### src/rtl/ic.sv
// rtl/ic.sv - incrementer/decrementer with toggle chain, result register and snapshot restore (optional IC_SATURATE_EN)
module ic #(
    parameter int N = 7
) (
    input  logic         clk,
    input  logic         rst,
    input  logic [N:0]   count,
    input  logic         decInc,
    input  logic         oneOrTwo,
    input  logic         enable,
    input  logic         save,
    input  logic         restore,
    output logic [N:0]   andOutput,
    output logic [N:0]   xorOutput,
    output logic [N:0]   regOutput,
    output logic [N:0]   snapOutput
);

    logic [N:0] toggleChain;
    logic [N:0] rawNext;
    logic       chainOut;

    // Toggle chain: bit k flips when every lower bit (from the step position up) propagates.
    // For a decrement, a bit propagates the borrow when it is 0, hence the XOR with decInc.
    always_comb begin
        logic [N:0] propagate;
        propagate      = count ^ {(N+1){decInc}};
        toggleChain    = '0;
        toggleChain[0] = enable & ~oneOrTwo;
        toggleChain[1] = oneOrTwo ? enable : (toggleChain[0] & propagate[0]);
        for (int k = 2; k <= N; k++) begin
            toggleChain[k] = toggleChain[k-1] & propagate[k-1];
        end
        // Carry or borrow leaving the MSB means the step wrapped.
        chainOut = toggleChain[N] & propagate[N];
    end

    assign andOutput = toggleChain;
    assign rawNext   = count ^ toggleChain;

`ifdef IC_SATURATE_EN
    // Clamp on wrap: an increment sticks at all-ones, a decrement sticks at zero.
    always_comb begin
        xorOutput = rawNext;
        if (chainOut) begin
            xorOutput = decInc ? '0 : '1;
        end
    end
`else
    // Plain modulo arithmetic; the chain carry-out is not needed.
    always_comb begin
        xorOutput = rawNext;
        if (chainOut) begin
            xorOutput = rawNext;
        end
    end
`endif

    // Result and snapshot registers; save+restore together swap the two values.
    always_ff @(posedge clk) begin
        if (rst) begin
            regOutput  <= '0;
            snapOutput <= '0;
        end else begin
            regOutput <= restore ? snapOutput : xorOutput;
            if (save) begin
                snapOutput <= regOutput;
            end
        end
    end

endmodule

### config.mk
export PLATFORM = sky130hd
export DESIGN_NAME = ic
export DESIGN_NICKNAME = d
export VERILOG_FILES = /design/src/rtl/ic.sv
export SDC_FILE = /design/constraint.sdc
export NUM_CORES = 1
export LEC_CHECK = 0
export CORE_ASPECT_RATIO = 1.2
export CORE_UTILIZATION = 38
export DETAILED_ROUTE_END_ITERATION = 8
export GPL_ROUTABILITY_DRIVEN = 0
export GPL_TIMING_DRIVEN = 0
export PLACE_DENSITY = 0.78
export SKIP_LAST_GASP = 1
export SYNTH_ARGS = -nofsm -noshare
export SYNTH_HDL_FRONTEND = slang
export SYNTH_SLANG_ARGS = --single-unit
export TNS_END_PERCENT = 100
### constraint.sdc
create_clock -name clk -period 1.86 [get_ports clk]
set_input_delay 0.372 -clock clk [delete_from_list [all_inputs] [get_ports clk]]
set_output_delay 0.372 -clock clk [all_outputs]
set_load 0.01 [all_outputs]
==> metrics.md <==
| Metric | Value |
|---|---|
| Post-Synth Adder-Cell Area | `0%` |
| Row Count | `18` |
| First-pass GRT wire length | `3660 um` |
| Fin Clk Skew | `0.000217 ns` |
| Post-synthesis mux area share | `9.20%` |
| Final period utilization | `105%` |
| Area of the multi-input gates | `599 um2` |
| Clk Latency, worst-skew pair | `0.28 ns` |
| Setup ws final | `-0.0971 ns` |
| VDD IR max | `0.000294 V` |
| Final setup vio count | `3` |
| Failing checks | `negative setup slack` |
| IO buf count | `44` |
| Ys flop type | `dfxtp_1` |
| Post-Place Cells | `166` |
| Drc violations | `0` |
| Max cap viols | `0` |
| Bufs on Longest Clock Path | `2` |
| Synth top area cells | `dfxtp_1 (37%), mux2i_1 (9.2%), xor2_1 (9.1%)` |
| Routed length per placed instance | `12.9 um` |
| H-tree levels | `1` |
| Syn Nets | `107` |
| Post-Route WL | `2340 um` |
| Synth async-reset ratio | `0%` |
| Via count | `879` |
| FF-to-FF path depth | `2` |
| Status | `finished, violations left` |
| Post-synthesis simple-gate area fraction | `19.0%` |
| Initial antenna violation count | `0` |
| Chip Width | `45.7 um` |
| Hold path cells | `4` |
| Cell family with most CP delay | `compound AO/OA/AOI/OAI gates` |
| Layout cells sized above 1 | `35.1%` |
| Vias in the first global route | `829` |
| #FFs+latches synth | `16` |
| Drt via density | `4.86` |
| Worst path cell trace | `buf_6 > nor4b_4 > a31oi_4 > a211oi_2 > xor2_1 > buf_2` |
| Critical path launch point type | `input port` |
| Clk slew on worst S/H paths | `0.08 ns` |
| CTS tree | `done` |
| Fin crit period | `1.96 ns` |
| Dpl hpwl | `1570 um` |
| Pwr Density | `536 mW/mm2` |
| Post-synthesis xor/xnor area fraction | `11.1%` |
| Slowest cell on the critical path | `nor4b_4` |
| Cell area after synthesis | `871 um2` |
| Slew headroom | `61.6%` |
| RSZ-0062 raised after global routing | `true` |
| Gr usage total | `20.3%` |
| # IOs | `47` |
| Antenna viol nets, final | `0` |
| Fillcell total | `186` |
| Crit end category | `primary output` |
| Slew Viols, Final | `0` |
| Slew @ Worst Pin | `0.576 ns` |
| Critical path buffers and inverters | `2` |
| Worst setup path class | `in -> out` |
| Met1 usage | `21.2%` |
| R2R Setup Slk | `1.14 ns` |
| Register area | `320 um2` |
| Post-synth EDFFs | `0` |
| End of the worst hold path | `regOutput[0]` |
| Post-synthesis compound-gate area fraction | `20.1%` |
| ANT cells | `0` |
| Syn Area/Cell | `9.47 um2` |
| Most frequent cell after synthesis | `dfxtp_1` |
| Data required, critical path | `1.49 ns` |
| CORE AREA | `0.00212 mm2` |
| Fin. Hold Viols | `0` |
| Delay of the slowest cell on the worst path | `0.33 ns` |
| Yosys top cell by area | `dfxtp_1` |
| Post-synthesis sequential area ratio | `36.8%` |
| Initial Utilization | `41.1%` |
| Main combinational cell family by area after synthesis | `compound AO/OA/AOI/OAI gates` |
| Clock Sinks | `16` |
| Final Non-Filler Cells | `181` |
| Synth top area share | `36.8%` |
| CP Max Fanout | `5` |
| Worst min-delay path category | `in -> reg` |
| Drt pass-1 iters | `4` |
| GRT overflow | `0` |
| Post-synthesis cell count | `92` |
| Worst Hold Launch | `count[0]` |
| Synth warnings | `0` |
| Reg2reg end | `regOutput[3]` |
| Fmax | `511 MHz` |
| Post-CTS Hold Fix Bufs | `0` |
| Met2 Use GR | `39.5%` |
| Commonest cells in the synthesized netlist | `dfxtp_1 (16), nor2_1 (10), o21a_1 (10), xor2_1 (9), mux2i_1 (8)` |
| Largest net degree at the start of global routing | `11` |
| Global route hottest layer | `met2` |
| Met3 Use GR | `1.65%` |
| Area growth syn-to-layout | `73.7%` |
| Fin nets | `168` |
| Critical path startpoint | `count[0]` |
| Die area | `0.00249 mm2` |
| Worst EP arrival | `1.59 ns` |
| Die height | `54.4 um` |
| Setup TNS | `-0.197 ns` |
| Yosys cell types | `25` |
| Leak | `0.686 nW` |
| RR Startpoint | `snapOutput[3]` |
| Drt initial violations | `2` |
| Inserted Clock Buffers | `3` |
| CTS root buffer | `clkbuf_4` |
worst max-delay path by stage:
stage	slack, ns	cells after the start	to
floorplan	0.06	5	xorOutput[7]
global placement	-1.0	6	xorOutput[7]
detailed placement	-1.02	6	xorOutput[7]
CTS	-0.06	5	xorOutput[7]
global route	-0.15	7	xorOutput[7]
finish	-0.1	6	xorOutput[7]
layout by cell type, fill, tap and decap left out, types with 4 or more instances in the layout:
| cell | count |
|---|---|
| clkdlybuf4s50_1 | 19 |
| dfxtp_1 | 16 |
| buf_4 | 12 |
| o21a_1 | 10 |
| nor2_1 | 9 |
| mux2i_1 | 8 |
| dlygate4sd2_1 | 8 |
| buf_2 | 8 |
| xor2_1 | 7 |
| nand2_1 | 5 |
| buf_6 | 4 |
per-layer routing:
layer  part of all wire [%]  routed length (um)
met4                    2.3                  53
met2                     55                1290
met3                    4.7                 109
met5                      0                   0
met1                     38                 892
cell type report:
| cell class | count | share of cell area (%) |
|---|---|---|
| Multi-Input combinational cell | 69 | 39.6 |
| Timing Repair Buffer | 56 | 33.0 |
| Sequential cell | 16 | 21.2 |
| Tap cell | 30 | 2.48 |
| Clock buffer | 3 | 1.49 |
| Buffer | 4 | 1.49 |
| Inverter | 3 | 0.744 |
cells by family (layout without fill, tap and decap cells):
group / after synthesis / count (layout)
and+or+nand+nor: 26 / 26
buffers and inverters: 7 / 66
AOI/OAI and AO/OA: 24 / 24
muxes: 8 / 8
DFF: 16 / 16
xor gates and xnor gates: 11 / 11
metrics by stage:
step	cell area [um2]	worst slack (ns)	utilization, %	total power [mW]	hold slack (ns)
6_report	1510	-0.0971	71.5	0.812	0.437
5_1_grt	1510	-0.153	71.5	0.851	0.441
4_1_cts	1510	-0.0569	71.3	0.807	0.431
3_5_place_dp	1350	-1.02	63.7	0.620	0.467
3_3_place_gp	1350	-0.998	63.7	0.616	0.453
2_1_floorplan	871	0.0589	-	0.485	0.487
repair_timing:
action                                  CTS  global route
endpoints found under the setup margin   16            10
buffers inserted                          9             3
cloned                                    1             0
pin swaps                                15             8
resized for setup                        96             9
hold endpoints to repair                  0             0
power breakdown:
group          switching [mW]  internal, mW
clock network          0.0998        0.0752
registers             0.00981         0.360
logic                   0.123         0.144
flip-flops by register name, indices dropped and copies added, names as in the netlist:
name	count
regOutput	8
snapOutput	8
worst register-to-register path, stage by stage (launching register included):
cell and delay, ns:
dfxtp_1 0.33, nand2b_1 0.15, o211a_1 0.14
No activity file was read; power rests on OpenSTA's default activity.
